==> config.mk <==
export PLATFORM = sky130hd
export DESIGN_NAME = trap_sequencer
export DESIGN_NICKNAME = d
export VERILOG_FILES = /design/src/rtl/riscV_unrn_pkg.sv /design/src/rtl/trap_prio_enc.sv /design/src/rtl/trap_sequencer.sv
export SDC_FILE = /design/constraint.sdc
export NUM_CORES = 1
export LEC_CHECK = 0
export CAP_MARGIN = 20
export CORE_AREA = 2 2 126 128
export DETAILED_ROUTE_END_ITERATION = 8
export DIE_AREA = 0 0 128 130
export PLACE_DENSITY = 0.75
export SYNTH_ARGS = -nofsm -noshare
export SYNTH_HDL_FRONTEND = slang
export SYNTH_SLANG_ARGS = --single-unit
export TNS_END_PERCENT = 50
==> constraint.sdc <==
create_clock -name clk -period 6.7 [get_ports clk]
set_clock_uncertainty 0.2 [all_clocks]
set_input_delay 0.67 -clock clk [delete_from_list [all_inputs] [get_ports clk]]
set_output_delay 0.67 -clock clk [all_outputs]
set_load 0.05 [all_outputs]
==> src/rtl/riscV_unrn_pkg.sv <==
// Shared types, cause codes and trap priority order for the trap sequencer.
package riscV_unrn_pkg;

  localparam int unsigned XLEN = 32;

  // Synchronous exception flags raised by decode/execute for the current instruction
  typedef struct packed {
    logic fetch_mis;
    logic illegal;
    logic ebreak;
    logic load_mis;
    logic store_mis;
    logic ecall;
  } exc_flags_t;

  typedef enum logic [2:0] {
    ST_IDLE,
    ST_TRAP_REQ,
    ST_TRAP_JUMP,
    ST_MRET_JUMP,
    ST_HALT
  } state_t;

  // Which source feeds the latched trap_info value
  typedef enum logic [1:0] {
    INFO_ZERO,
    INFO_PC,
    INFO_INSTR,
    INFO_ADDR
  } info_sel_t;

  localparam logic [XLEN-1:0] CAUSE_FETCH_MIS = 32'd0;
  localparam logic [XLEN-1:0] CAUSE_ILLEGAL   = 32'd2;
  localparam logic [XLEN-1:0] CAUSE_EBREAK    = 32'd3;
  localparam logic [XLEN-1:0] CAUSE_LOAD_MIS  = 32'd4;
  localparam logic [XLEN-1:0] CAUSE_STORE_MIS = 32'd6;
  localparam logic [XLEN-1:0] CAUSE_ECALL     = 32'd11;
  localparam logic [XLEN-1:0] M_TIMER_INT     = 32'h8000_0007;

  typedef struct packed {
    logic            hit;
    logic [XLEN-1:0] cause;
    info_sel_t       info_sel;
  } prio_t;

  // Trap priority, highest first: timer, fetch_mis, illegal, ebreak, load_mis, store_mis, ecall
  function automatic prio_t trap_prio(input exc_flags_t flags, input logic timer);
    prio_t p;
    p.hit      = 1'b1;
    p.cause    = '0;
    p.info_sel = INFO_ZERO;
    if (timer) begin
      p.cause = M_TIMER_INT;
    end else if (flags.fetch_mis) begin
      p.cause    = CAUSE_FETCH_MIS;
      p.info_sel = INFO_PC;
    end else if (flags.illegal) begin
      p.cause    = CAUSE_ILLEGAL;
      p.info_sel = INFO_INSTR;
    end else if (flags.ebreak) begin
      p.cause    = CAUSE_EBREAK;
      p.info_sel = INFO_PC;
    end else if (flags.load_mis) begin
      p.cause    = CAUSE_LOAD_MIS;
      p.info_sel = INFO_ADDR;
    end else if (flags.store_mis) begin
      p.cause    = CAUSE_STORE_MIS;
      p.info_sel = INFO_ADDR;
    end else if (flags.ecall) begin
      p.cause = CAUSE_ECALL;
    end else begin
      p.hit = 1'b0;
    end
    return p;
  endfunction

endpackage

==> src/rtl/trap_prio_enc.sv <==
// Combinational priority encoder: qualified flags + timer -> {hit, cause, info_sel}.
module trap_prio_enc
  import riscV_unrn_pkg::*;
(
  input  exc_flags_t      flags,
  input  logic            timer,
  output logic            hit_c,
  output logic [XLEN-1:0] cause_c,
  output info_sel_t       info_sel_c
);

  prio_t pick;

  // Resolve the highest-priority pending event
  always_comb begin
    pick       = trap_prio(flags, timer);
    hit_c      = pick.hit;
    cause_c    = pick.cause;
    info_sel_c = pick.info_sel;
  end

endmodule

==> src/rtl/trap_sequencer.sv <==
// Machine-mode trap sequencer: latches trap events, requests the CSR update,
// redirects fetch to mtvec/mepc and halts on a fault taken inside a handler.
module trap_sequencer
  import riscV_unrn_pkg::*;
#(
  parameter int unsigned TRAP_CNT_W = 16
) (
  input  logic                  clk,
  input  logic                  rst,
  input  logic                  valid_i,
  input  logic [XLEN-1:0]       pc_i,
  input  logic [XLEN-1:0]       instr_i,
  input  exc_flags_t            exc_flags_i,
  input  logic [XLEN-1:0]       mem_addr_i,
  input  logic                  mret_i,
  input  logic                  mtime_exc_i,
  input  logic [XLEN-1:0]       mtvec_i,
  input  logic [XLEN-1:0]       mepc_i,
  output logic                  exc_request_o,
  output logic [XLEN-1:0]       exc_cause_o,
  output logic [XLEN-1:0]       trap_info_o,
  output logic [XLEN-1:0]       exc_pc_o,
  output logic                  pc_redirect_o,
  output logic [XLEN-1:0]       pc_target_o,
  output logic                  stall_o,
  output logic                  flush_o,
  output logic                  fatal_o,
  output logic [TRAP_CNT_W-1:0] trap_cnt_o
);

  state_t          state_q;
  state_t          state_d;
  logic            in_trap_q;
  logic            sync_hit_c;
  logic            timer_c;
  exc_flags_t      flags_c;
  logic            enc_hit_c;
  logic [XLEN-1:0] enc_cause_c;
  info_sel_t       enc_info_sel_c;
  logic [XLEN-1:0] info_c;
  logic            accept_c;

  logic            req_d;
  logic            redirect_d;
  logic [XLEN-1:0] target_d;
  logic            stall_d;
  logic            flush_d;
  logic            fatal_d;

  // Qualify event sources; timer is masked while a handler is running
  always_comb begin
    flags_c    = valid_i ? exc_flags_i : '0;
    sync_hit_c = |flags_c;
    timer_c    = mtime_exc_i & ~in_trap_q;
  end

  trap_prio_enc u_prio (
    .flags      (flags_c),
    .timer      (timer_c),
    .hit_c      (enc_hit_c),
    .cause_c    (enc_cause_c),
    .info_sel_c (enc_info_sel_c)
  );

  // Select the trap_info value for the winning event
  always_comb begin
    info_c = '0;
    case (enc_info_sel_c)
      INFO_PC:    info_c = pc_i;
      INFO_INSTR: info_c = instr_i;
      INFO_ADDR:  info_c = mem_addr_i;
      default:    info_c = '0;
    endcase
  end

  // State register
  always_ff @(posedge clk or negedge rst) begin
    if (!rst) state_q <= ST_IDLE;
    else      state_q <= state_d;
  end

  // Next-state logic; only IDLE looks at inputs
  always_comb begin
    state_d = state_q;
    case (state_q)
      ST_IDLE: begin
        if (in_trap_q && sync_hit_c)    state_d = ST_HALT;
        else if (enc_hit_c)             state_d = ST_TRAP_REQ;
        else if (valid_i && mret_i)     state_d = ST_MRET_JUMP;
      end
      ST_TRAP_REQ:  state_d = ST_TRAP_JUMP;
      ST_TRAP_JUMP: state_d = ST_IDLE;
      ST_MRET_JUMP: state_d = ST_IDLE;
      ST_HALT:      state_d = ST_HALT;
      default:      state_d = ST_IDLE;
    endcase
    accept_c = (state_q == ST_IDLE) && (state_d == ST_TRAP_REQ);
  end

  // Output decode from the upcoming state so outputs can be registered without extra latency
  always_comb begin
    req_d      = 1'b0;
    redirect_d = 1'b0;
    target_d   = '0;
    stall_d    = 1'b0;
    flush_d    = 1'b0;
    fatal_d    = 1'b0;
    case (state_d)
      ST_TRAP_REQ: begin
        req_d   = 1'b1;
        flush_d = 1'b1;
        stall_d = 1'b1;
      end
      ST_TRAP_JUMP: begin
        redirect_d = 1'b1;
        target_d   = mtvec_i;
        stall_d    = 1'b1;
      end
      ST_MRET_JUMP: begin
        redirect_d = 1'b1;
        target_d   = mepc_i;
        flush_d    = 1'b1;
        stall_d    = 1'b1;
      end
      ST_HALT: begin
        fatal_d = 1'b1;
        stall_d = 1'b1;
      end
      default: ;
    endcase
  end

  // Registered control outputs
  always_ff @(posedge clk or negedge rst) begin
    if (!rst) begin
      exc_request_o <= 1'b0;
      pc_redirect_o <= 1'b0;
      pc_target_o   <= '0;
      stall_o       <= 1'b0;
      flush_o       <= 1'b0;
      fatal_o       <= 1'b0;
    end else begin
      exc_request_o <= req_d;
      pc_redirect_o <= redirect_d;
      pc_target_o   <= target_d;
      stall_o       <= stall_d;
      flush_o       <= flush_d;
      fatal_o       <= fatal_d;
    end
  end

  // Latch cause/pc/info of an accepted trap; held until the next one
  always_ff @(posedge clk or negedge rst) begin
    if (!rst) begin
      exc_cause_o <= '0;
      exc_pc_o    <= '0;
      trap_info_o <= '0;
    end else if (accept_c) begin
      exc_cause_o <= enc_cause_c;
      exc_pc_o    <= pc_i;
      trap_info_o <= info_c;
    end
  end

  // in_trap tracks handler residency; trap counter counts TRAP_REQ cycles
  always_ff @(posedge clk or negedge rst) begin
    if (!rst) begin
      in_trap_q  <= 1'b0;
      trap_cnt_o <= '0;
    end else begin
      if (accept_c)
        in_trap_q <= 1'b1;
      else if (state_q == ST_IDLE && state_d == ST_MRET_JUMP)
        in_trap_q <= 1'b0;
      if (state_q == ST_TRAP_REQ)
        trap_cnt_o <= trap_cnt_o + TRAP_CNT_W'(1);
    end
  end

endmodule

* Yosys cells after proc, flatten, opt, wreduce, memory -nomap -nowiden
Index checks and enable logic that the tools add are counted.
** Cells by class
- Reductions and logical operators :: 10
- Muxes and demuxes :: 30
- Equal/unequal tests :: 9
- $add $sub $neg :: 1
- Bitwise operators :: 2
** Operators by type and width (number)
- 34-bit 2-to-1 mux :: 4
- 32-bit case mux with 3 select lines :: 1
- 32-bit 2-to-1 mux :: 2
- 32-bit case mux with 2 select lines :: 1
- 16-bit by 1-bit adder with 16-bit output, second input constant :: 1
- 1-bit 2-to-1 mux :: 14
- 3-bit 2-to-1 mux :: 3
- 3-bit case mux with 3 select lines :: 1
- 3-bit by 1-bit equality test with 1-bit output, second input constant :: 2
- 3-bit by 2-bit equality test with 1-bit output, second input constant :: 2
- 3-bit equality test, second input constant :: 2
- 6-bit 2-to-1 mux :: 1
- 6-bit OR reduction :: 1
- 2-bit equality test, second input constant :: 2
- 1-bit logical AND :: 4
- 2-bit 2-to-1 mux :: 2
- 4-bit 2-to-1 mux :: 1
- 2-bit OR reduction :: 2
- 4-bit OR reduction :: 1
- 3-bit logical NOT :: 1
- 2-bit by 1-bit equality test with 1-bit output, second input constant :: 1
- 2-bit nonzero test :: 1
- 1-bit bitwise AND :: 1
- 1-bit NOT :: 1
** Word-level totals
- Bits of input ports :: 171
- Logic and storage cells :: 64
- Output and inout port bits :: 149
- Flip-flop bits (word level) :: 153

* Longest topological paths before layout
Gate-level depths: netlist of the first run.
- Depth in word-level cells :: 15
- Depth in mapped cells :: 8
- Mapped depth without buffers :: 5

* Modules after synthesis
Synthesis of the first run repeated with hierarchy kept, for this count alone.
** Unflattened totals
- Cell total of the unflattened synthesis :: 489
- Area total of the unflattened synthesis :: 7083.0 um^2
** By module, submodules not included
- trap_sequencer :: cells each 443, times used 1, seq. area each 3828.7 um^2, area an instance 6754.0 um^2
- trap_prio_enc :: cells each 46, times used 1, seq. area each 0.0 um^2, area an instance 329.1 um^2

* Worst setup path after synthesis of the first run
OpenSTA, ideal clock, no wires.
- Path type :: input to register
- From :: in mtime_exc_i
- To :: reg exc_cause_o[0]
- Path slack :: 4.106 ns
- Library setup time :: 0.125 ns
- Stages on the path :: 8
- Path buffers :: 3
- Arrival time :: 2.269 ns
- Data required time :: 6.375 ns
- Cells stage by stage :: nor2b_1 -> nor4_2 -> and4_1 -> clkbuf_1 -> nand2b_1 -> buf_2 -> buf_6 -> mux2_4
** Between the ends
- Longest elaborated chain between the ends :: 7
- Elaborated cells on any way between the ends :: 8
- Classes of those cells :: eq/ne (1); mux (5); bitwise (1); reduce/logical (1)
** Ends and longest elaborated chain
- from (decl) :: line trap_sequencer.sv:16 : input logic mtime_exc_i,
- 1-bit bitwise AND * :: line trap_sequencer.sv:54 : timer_c = mtime_exc_i & ~in_trap_q;
- 1-bit 2-to-1 mux :: line riscV_unrn_pkg.sv:52 : if (timer) begin
- 3-bit 2-to-1 mux :: line trap_sequencer.sv:88 : else if (enc_hit_c) state_d = ST_TRAP_REQ;
- 3-bit 2-to-1 mux :: line trap_sequencer.sv:87 : if (in_trap_q && sync_hit_c) state_d = ST_HALT;
- 3-bit case mux with 3 select lines :: line trap_sequencer.sv:85 : case (state_q)
- 3-bit by 1-bit equality test with 1-bit output :: line trap_sequencer.sv:97 : accept_c = (state_q == ST_IDLE) && (state_d == ST_TRAP_REQ);
- 1-bit logical AND :: line trap_sequencer.sv:97
- to (signal assigned) :: line trap_sequencer.sv:159 : exc_cause_o <= enc_cause_c;
- to (decl) :: line trap_sequencer.sv:20 : output logic [XLEN-1:0] exc_cause_o,
Mark *: on every way between the ends. The rest lies on a longest branch, timed or not.
A chain may end at the register's enable or synchronous reset.

* Worst setup path in the final report of the first run
- From :: in exc_flags_i[5] (netlist bit)
- To :: reg exc_pc_o[31]
** Between the ends
- Longest elaborated chain between the ends :: 8
- Elaborated cells on any way between the ends :: 10
- Classes of those cells :: eq/ne (1); mux (6); reduce/logical (3)
** Ends and longest elaborated chain
- from (decl) :: line trap_sequencer.sv:13 : input exc_flags_t exc_flags_i,
- 6-bit 2-to-1 mux * :: line trap_sequencer.sv:52 : flags_c = valid_i ? exc_flags_i : '0;
- 1-bit 2-to-1 mux :: line riscV_unrn_pkg.sv:54 : end else if (flags.fetch_mis) begin
- 1-bit 2-to-1 mux :: line riscV_unrn_pkg.sv:52
- 3-bit 2-to-1 mux :: line trap_sequencer.sv:88
- 3-bit 2-to-1 mux * :: line trap_sequencer.sv:87
- 3-bit case mux with 3 select lines * :: line trap_sequencer.sv:85
- 3-bit by 1-bit equality test with 1-bit output * :: line trap_sequencer.sv:97
- 1-bit logical AND * :: line trap_sequencer.sv:97
- to (signal assigned) :: line trap_sequencer.sv:160 : exc_pc_o <= pc_i;
- to (decl) :: line trap_sequencer.sv:22 : output logic [XLEN-1:0] exc_pc_o,
Marks and branches as above.

==> results of run 1 <==
==> state kept, by name (all words and copies together), names as in the netlist, 3 cells and up <==
signal       flops
pc_target_o     32
exc_cause_o      5
trap_cnt_o      16
trap_info_o     32
exc_pc_o        32
state_q          3
==> cells in the final DEF (no fill, tap or decap), types with 2 or more instances in the layout <==
cell type        Yosys  final
a21oi_1              3      3
a222oi_1            32     32
a22o_1              32     32
a31oi_1              2      2
and3_1               3      3
and4_1               3      3
buf_4               30      7
bufinv_16            0      2
clkbuf_1            18      3
clkbuf_16            0     17
clkbuf_8             0      4
clkdlybuf4s50_1      0    291
clkinv_2             0      3
conb_1               1     27
dfrtp_1            126    126
inv_1               35     35
mux2_4              36     36
mux2i_1             32     32
nand2_1              7      7
nand3_1              3      3
nand4_1              4      4
nor2_1               7      7
nor3_1               7      5
nor3_2               1      3
nor3b_2              0      2
xnor2_1             11     11
xor2_1               4      4
==> final timing paths <==
path,to,startpoint,slack (ns)
max,exc_pc_o[31],exc_flags_i[5],3.06
min,pc_target_o[27],rst,0.07
max reg2reg,exc_pc_o[31],in_trap_q,3.44
min reg2reg,trap_cnt_o[15],trap_cnt_o[15],0.27
max in group asynchronous,state_q[2],rst,4.81
min in group clk,trap_cnt_o[15],trap_cnt_o[15],0.27
==> layer usage <==
layer  wire [um]  global-route usage [%]
met5           0                       0
met4         501                    9.24
met3        1610                    7.05
met2        8320                    33.4
met1        6350                    22.2
==> cell type report <==
class                   instances  share of cell area [%]
clock buffers                  24                    5.33
clock inverters                 6                   0.908
inverters                      36                    1.46
multi-input cells             236                    23.1
flip-flops and latches        126                    34.2
well taps                     192                    2.60
repair buffers                299                    32.4
==> power groups by stage <==
stage | Clock [mW] | Sequential [mW] | Combinational, mW
global placement | 0 | 1.24 | 2.38
global route | 0.947 | 1.27 | 2.50
CTS | 0.912 | 1.23 | 2.42
floorplan | 0 | 2.15 | 0.681
detailed placement | 0 | 1.24 | 2.41
finish | 0.892 | 1.23 | 2.40
==> cells by family after synthesis <==
family | count (synthesis)
flops | 126
buf+inv | 90
compound gates | 80
mux | 70
simple gates | 43
xor+xnor | 15
fa+ha+maj | 1
other cells | 1
==> through the flow <==
step	power [mW]	area, um2	hold slack (ns)	worst slack, ns
global placement	3.61	8630	0.260	2.01
global route	4.72	9230	0.118	2.92
detailed placement	3.66	8630	0.264	1.86
finish	4.53	9230	0.0731	3.06
floorplan	2.83	5740	0.174	4.11
CTS	4.57	9200	0.0888	2.29
==> critical path, cell delays in order <==
cell	delay, ns
clkdlybuf4s50_1	0.45
nand2b_1	0.25
nor4_2	0.31
and4_1	0.38
nand2b_4	0.67
buf_4	0.55
mux2_1	0.37
==> flow_summary.toml, run 1 <==
[yosys]
synth_seq_area_share_pct = 55.9
synth_area_leaders = "dfrtp_1, mux2_4, a222oi_1, mux2i_1, a22o_1"
ys.flop_type = "dfrtp_1"
synth_adder_area_share_pct = 0.222
synthDistinctLibCells = 45
netlist_top_cells_count = "dfrtp_1, mux2_4, inv_1"
synth_top_area_share_pct = 55.9
async_flop_share_pct = 100
synth_top_family_by_area = "multiplexers"
syn-cell-area_mm2 = 0.00564
avgSynthCellArea_um2 = 13.2
synth_warnings = 0
synth_top_cell_by_area = "dfrtp_1"
synth.ff_latch_count = 126
yosys.area_share.simple_pct = 4.28
synth_edf_count = 0
synthesis.instances = 426
synth.most_common_cell = "dfrtp_1"
synthMuxAreaShare_pct = 15.7
synth-compound-area-share_pct = 13.0
synth_xor_area_share_pct = 2.33

[floorplan]
fp.dieW_um = 128
io_pins = 320
dieArea_mm2 = 0.0166
fp.coreArea_mm2 = 0.0154
rows = 46
start_util_pct = 36.6
die_h_um = 130

[cts]
cts_root_buffer = "clkbuf_16"
postCtsResizedCells = 0
cts_htree_levels = 4
clk_latency_ns = 0.41
hold_buffers = 0
cts_tree = "done"
clock_sinks = 126
path_clk_slew_ns = 0.06
clk_path_buf_depth = 2
post_cts_buffers = 0
cts_inserted_buffers = 17

[timing]
fin_tns_setup_ns = 0
period_share_pct = 54.4
relSlewSlack_pct = 37.6
setup_viol = 0
rsz0062_at_grt = "false"
fmax_mhz = 275
final_hold_viol_count = 0
min_period_ns = 3.64
worst_slew_pin_slew_ns = 0.937
maxSlewViolCount = 0

[layout]
antenna_cells = 0
n_fill_cell = 1218
final_core_util_pct = 59.8
regArea_mm2 = 0.00315
finalNonFillerCells = 919
multi_input_area_mm2 = 0.00213
syn_to_final_growth_pct = 63.6
nets = 888
layout-drive-gt1-share_pct = 11.4

[critical_path]
start_kind = "input pin"
rr_worst_depth = 6
critPathCaptureType = "register"
path_class = "in -> reg"
cp_max_fo = 43
worstPathRequired_ns = 6.79
worstPathArrival_ns = 3.74

[routing]
post_drt_wl_per_cell_um = 18.3
firstDrtPassIters = 5
drcViolationCount = 0
via_count = 4637
drt_iter0_drc = 277
routed_via_density = 5.05
wirelength_um = 16800
ant_nets = 0

[global_route]
antenna_found_initial = 0
grt_pass1_vias = 4629
overflow = 0
grt_pass1_wl_um = 24800
grt_start_max_net_pins = 77
grtUsageTotal_pct = 19.6

[power]
p_int_mw = 2.55
peakVddDrop_uv = 229
p_sw_mw = 1.97
power_frac_clock_pct = 19.7
netSwitchingFraction_pct = 43.6
leakage_nw = 4.20
seq_power_share_pct = 27.2
power.density_mw_per_mm2 = 490
combPwrFrac_pct = 53.1

[flow_run]
cap_violations = 0

[run_status]
status = "completed"

[placed_design]
dp_cells = 888
hpwl_um = 12800
gp_congestion = 0.917
port_buffers = 292

[min_path]
hold_class = "in -> async"
Power figures use the tool's default switching activity.
==> inputs of run 2 (changes only) <==
- CORE_AREA: 2 2 126 128 -> 2 2 124 126
- DIE_AREA: 0 0 128 130 -> 0 0 126 128
- PLACE_DENSITY: 0.75 -> 0.77
- clock period: 6.7 -> 3.5 ns (I/O delays scaled with it)
==> flow_summary.toml, run 2 (synthesis gave the netlist of run 1 again) <==
[run_status]
status = "completed"

[critical_path]
crit_end = "exc_pc_o[31]"
critPathCaptureType = "register"
cpPeakStageDelay_ns = 0.49
cp-startpoint = "exc_flags_i[5]"
cp_max_fo = 52
r2r_end = "exc_pc_o[31]"
worstPathArrival_ns = 2.61
worst-path-stages = 7
worstPathRequired_ns = 3.59
start_kind = "input pin"
cp_slowest_cell = "clkdlybuf4s50_1"
path_class = "in -> reg"
crit_chain = "clkdlybuf4s50_1 > nand2b_1 > nor4_2 > and4_1 > nand2b_4 > buf_12 > mux2_1"
r2r_start = "in_trap_q"
rr_worst_depth = 6
path_buf_inv = 2
reg2reg_slack_ns = 1.14
crit_family = "simple AND/OR/NAND/NOR gates"

[layout]
layout-drive-gt1-share_pct = 11.5
n_fill_cell = 1172
top_regs = "exc_pc_o (32), pc_target_o (32), trap_info_o (32)"
final_area_mm2 = 0.00929
syn_to_final_growth_pct = 64.7
antenna_cells = 0
regArea_mm2 = 0.00315
nets = 890
final_cell_mix = "clkdlybuf4s50_1, dfrtp_1, mux2_4"
final_common_cell = "clkdlybuf4s50_1"
multi_input_area_mm2 = 0.00213

[routing]
ant_nets = 0
drt_iter0_drc = 364
firstDrtPassIters = 8
routed_via_density = 5.05
drcViolationCount = 0
post_drt_wl_per_cell_um = 17.9
wirelength_um = 16400
via_count = 4630

[power]
leakage_nw = 4.23
seq_power_share_pct = 26.6
peakVddDrop_uv = 380
combPwrFrac_pct = 52.3
power_frac_clock_pct = 21.1
power.density_mw_per_mm2 = 945
p_int_mw = 5.04
p_sw_mw = 3.74
netSwitchingFraction_pct = 42.6
power_mw = 8.78

[floorplan]
die_h_um = 128
fp.dieW_um = 126
rows = 45
io_pins = 320
fp.coreArea_mm2 = 0.0149
start_util_pct = 38.0
dieArea_mm2 = 0.0161

[timing]
period_share_pct = 72.2
relSlewSlack_pct = 42.4
maxSlewViolCount = 0
final_hold_viol_count = 0
min_period_ns = 2.53
fmax_mhz = 396
setup_viol = 0
rsz0062_at_grt = "false"
fin_tns_setup_ns = 0
worst_slew_pin_slew_ns = 0.863

[cts]
cts_htree_levels = 4
clk_latency_ns = 0.41
clk_path_buf_depth = 2
cts_tree = "done"
postCtsResizedCells = 0
path_clk_slew_ns = 0.05
cts_inserted_buffers = 17
clock_sinks = 126
cts_root_buffer = "clkbuf_16"

[global_route]
grtUsageTotal_pct = 20.1
overflow = 0
grt_pass1_vias = 4799
grt_start_max_net_pins = 69
grt_pass1_wl_um = 25300
antenna_found_initial = 0

[placed_design]
gp_congestion = 0.854
port_buffers = 292
hpwl_um = 12200
dpl-instance-area_mm2 = 0.00866

[flow_run]
cap_violations = 0

[min_path]
hold_class = "reg -> reg"
-- run 2: through the flow --
step                      utilization, %  worst slack (ns)  hold slack (ns)  instances
after floorplan                        -              1.23           -0.146        452
after CTS                           62.5              1.05            0.287        916
after global routing                62.5             0.896            0.298        916
after global placement              58.3             0.729            0.257        886
final                               62.5             0.974            0.286        916
after detailed placement            58.3             0.625            0.276        886
-- run 2: what timing repair did --
| item | 4_1_cts | 5_1_grt |
|---|---|---|
| hold buffers | 1 | 0 |
| buffers inserted | 0 | 0 |
| endpoints found under the hold margin | 67 | 0 |
-- run 2: routing by layer --
metal	vias up	wire (um)	track usage, %
met1	2244	6200	22.5
met4	0	282	7.30
li1	2085	-	-
met3	29	1450	6.34
met2	272	8470	36.1
met5	-	0	0
-- run 2: cell type report --
cell class,instances,share of cell area (%)
clock inverter,6,1.43
sequential,126,33.9
timing repair buffer,301,32.5
multi-input combinational,236,22.9
inverter,36,1.45
tap,188,2.53
clock buffer,23,5.25
-- run 2: worst min path at each step --
stage / startpoint / to / slack [ns] / cells after the start
after floorplan: rst / exc_cause_o[0] / -0.15 / 0
after global placement: trap_cnt_o[15] / trap_cnt_o[15] / 0.26 / 1
after detailed placement: trap_cnt_o[15] / trap_cnt_o[15] / 0.28 / 1
after CTS: trap_cnt_o[15] / trap_cnt_o[15] / 0.29 / 1
after global routing: trap_cnt_o[15] / trap_cnt_o[15] / 0.30 / 1
final: trap_cnt_o[15] / trap_cnt_o[15] / 0.29 / 1
-- run 2: power by group through the flow --
stage,sequential (mW),clock [mW],combinational (mW)
2_1_floorplan,4.12,0,1.30
3_3_place_gp,2.33,0,4.55
3_5_place_dp,2.36,0,4.62
4_1_cts,2.34,1.89,4.63
5_1_grt,2.40,1.96,4.78
6_report,2.34,1.85,4.59
==> inputs of run 3 (changes only) <==
- clock period: 3.5 -> 2.5 ns (I/O delays scaled with it)
==> flow_summary.toml, run 3 (synthesis gave the netlist of run 1 again) <==
[layout]
final_cell_mix = "clkdlybuf4s50_1, dfrtp_1, mux2_4"
antenna_cells = 0
final_core_util_pct = 63.9
final_area_mm2 = 0.00950
syn_to_final_growth_pct = 68.4
top_regs = "exc_pc_o (32), pc_target_o (32), trap_info_o (32)"
layout-drive-gt1-share_pct = 14.1
n_fill_cell = 1147
final_common_cell = "clkdlybuf4s50_1"
nets = 909

[critical_path]
path_class = "in -> reg"
worstPathArrival_ns = 2.39
cp-startpoint = "exc_flags_i[1]"
cpPeakStageDelay_ns = 0.47
cp_max_fo = 46
worstPathRequired_ns = 2.59
start_kind = "input pin"
critPathCaptureType = "register"
crit_chain = "clkdlybuf4s50_1 > nor3_2 > a31oi_1 > a2111oi_4 > nand2b_4 > buf_12 > mux2_4"
r2r_start = "state_q[2]"
cp_slowest_cell = "clkdlybuf4s50_1"

[routing]
drt_iter0_drc = 303
post_drt_wl_per_cell_um = 17.7
firstDrtPassIters = 7
via_count = 4665
routed_via_density = 4.97
ant_nets = 0
wirelength_um = 16600
drcViolationCount = 0

[timing]
fmax_mhz = 435
maxSlewViolCount = 0
worst_slew_pin_slew_ns = 0.697
relSlewSlack_pct = 53.3
final_hold_viol_count = 0
rsz0062_at_grt = "false"
setup_viol = 0
min_period_ns = 2.30
period_share_pct = 92.1

[cts]
clk_path_buf_depth = 2
postCtsResizedCells = 0
clock_sinks = 126
path_clk_slew_ns = 0.05
clk_latency_ns = 0.41
post_cts_buffers = 0
cts_inserted_buffers = 17
hold_buffers = 1
cts_root_buffer = "clkbuf_16"
cts_tree = "done"
cts_htree_levels = 4

[power]
peakVddDrop_uv = 596
leakage_nw = 4.33
power.density_mw_per_mm2 = 1310

[flow_run]
cap_violations = 0

[placed_design]
dpl-instance-area_mm2 = 0.00885
port_buffers = 292
gp_congestion = 0.863
hpwl_um = 12700

[min_path]
hold_class = "in -> async"

[floorplan]
die_h_um = 128
fp.coreArea_mm2 = 0.0149
dieArea_mm2 = 0.0161
start_util_pct = 38.0
io_pins = 320
rows = 45
fp.dieW_um = 126

[global_route]
grtUsageTotal_pct = 20.5
grt_pass1_vias = 4861
grt_start_max_net_pins = 65
grt_pass1_wl_um = 25600
antenna_found_initial = 0
overflow = 0

[run_status]
status = "completed"
[run 3: cell count changes in the layout (fill, tap and decap cells not counted), sizes merged]
cell,before,now
buf,9,28
clkinvlp,1,4
clkbuf,23,22
clkinv,1,2
[run 3: critical path, delay by kind of cell]
| family | cells | cell delay, ns |
|---|---|---|
| buffers and inverters | 2 | 0.68 |
| AOI/OAI and AO/OA | 2 | 0.65 |
| and+or+nand+nor | 2 | 0.43 |
| muxes | 1 | 0.34 |
[run 3: metal layers]
layer	up-vias	global-route usage (%)	share of wire (%)	routed length, um
li1	2133	-	-	-
met4	0	8.27	2.2	359
met5	-	0	0	0
met2	249	35.4	51	8530
met1	2252	23.1	37	6210
met3	31	7.30	8.9	1480
[run 3: area by class of cell]
cell class / count / area [um2] / area share [%]
timing repair buffer: 320 / 3210 / 33.8
clock inverter: 10 / 160 / 1.69
tap: 188 / 235 / 2.48
sequential: 126 / 3150 / 33.2
inverter: 36 / 135 / 1.42
multi-input combinational: 236 / 2130 / 22.4
clock buffer: 22 / 474 / 4.99
[run 3: final timing paths]
| kind | to | slack [ns] | cells after the start |
|---|---|---|---|
| max | exc_pc_o[22] | 0.20 | 7 |
| min | exc_pc_o[22] | 0.21 | 3 |
| max reg2reg | exc_pc_o[22] | 0.27 | 6 |
| min reg2reg | trap_cnt_o[15] | 0.27 | 1 |
| max in group asynchronous | pc_target_o[28] | 1.59 | 3 |
| min in group clk | pc_target_o[10] | 0.24 | 2 |
[run 3: through the flow]
stage	hold WS [ns]	worst slack, ns	power [mW]	std cells	setup TNS [ns]
finish	0.207	0.199	12.4	938	0
global route	0.221	0.00219	13.0	938	0
CTS	0.202	0.218	12.5	938	0
detailed placement	0.100	-0.202	9.88	905	-8.78
global placement	0.0970	-0.115	9.73	905	-4.20
floorplan	-0.246	0.308	7.59	452	0
[run 3: where the power goes]
group          internal [mW]  switching (mW)  total (mW)  leakage [nW]
Clock                   1.74           0.870        2.61         0.298
Sequential              2.80           0.460        3.26          1.64
Combinational           2.58            3.98        6.56          2.40
Total                   7.13            5.31        12.4          4.33
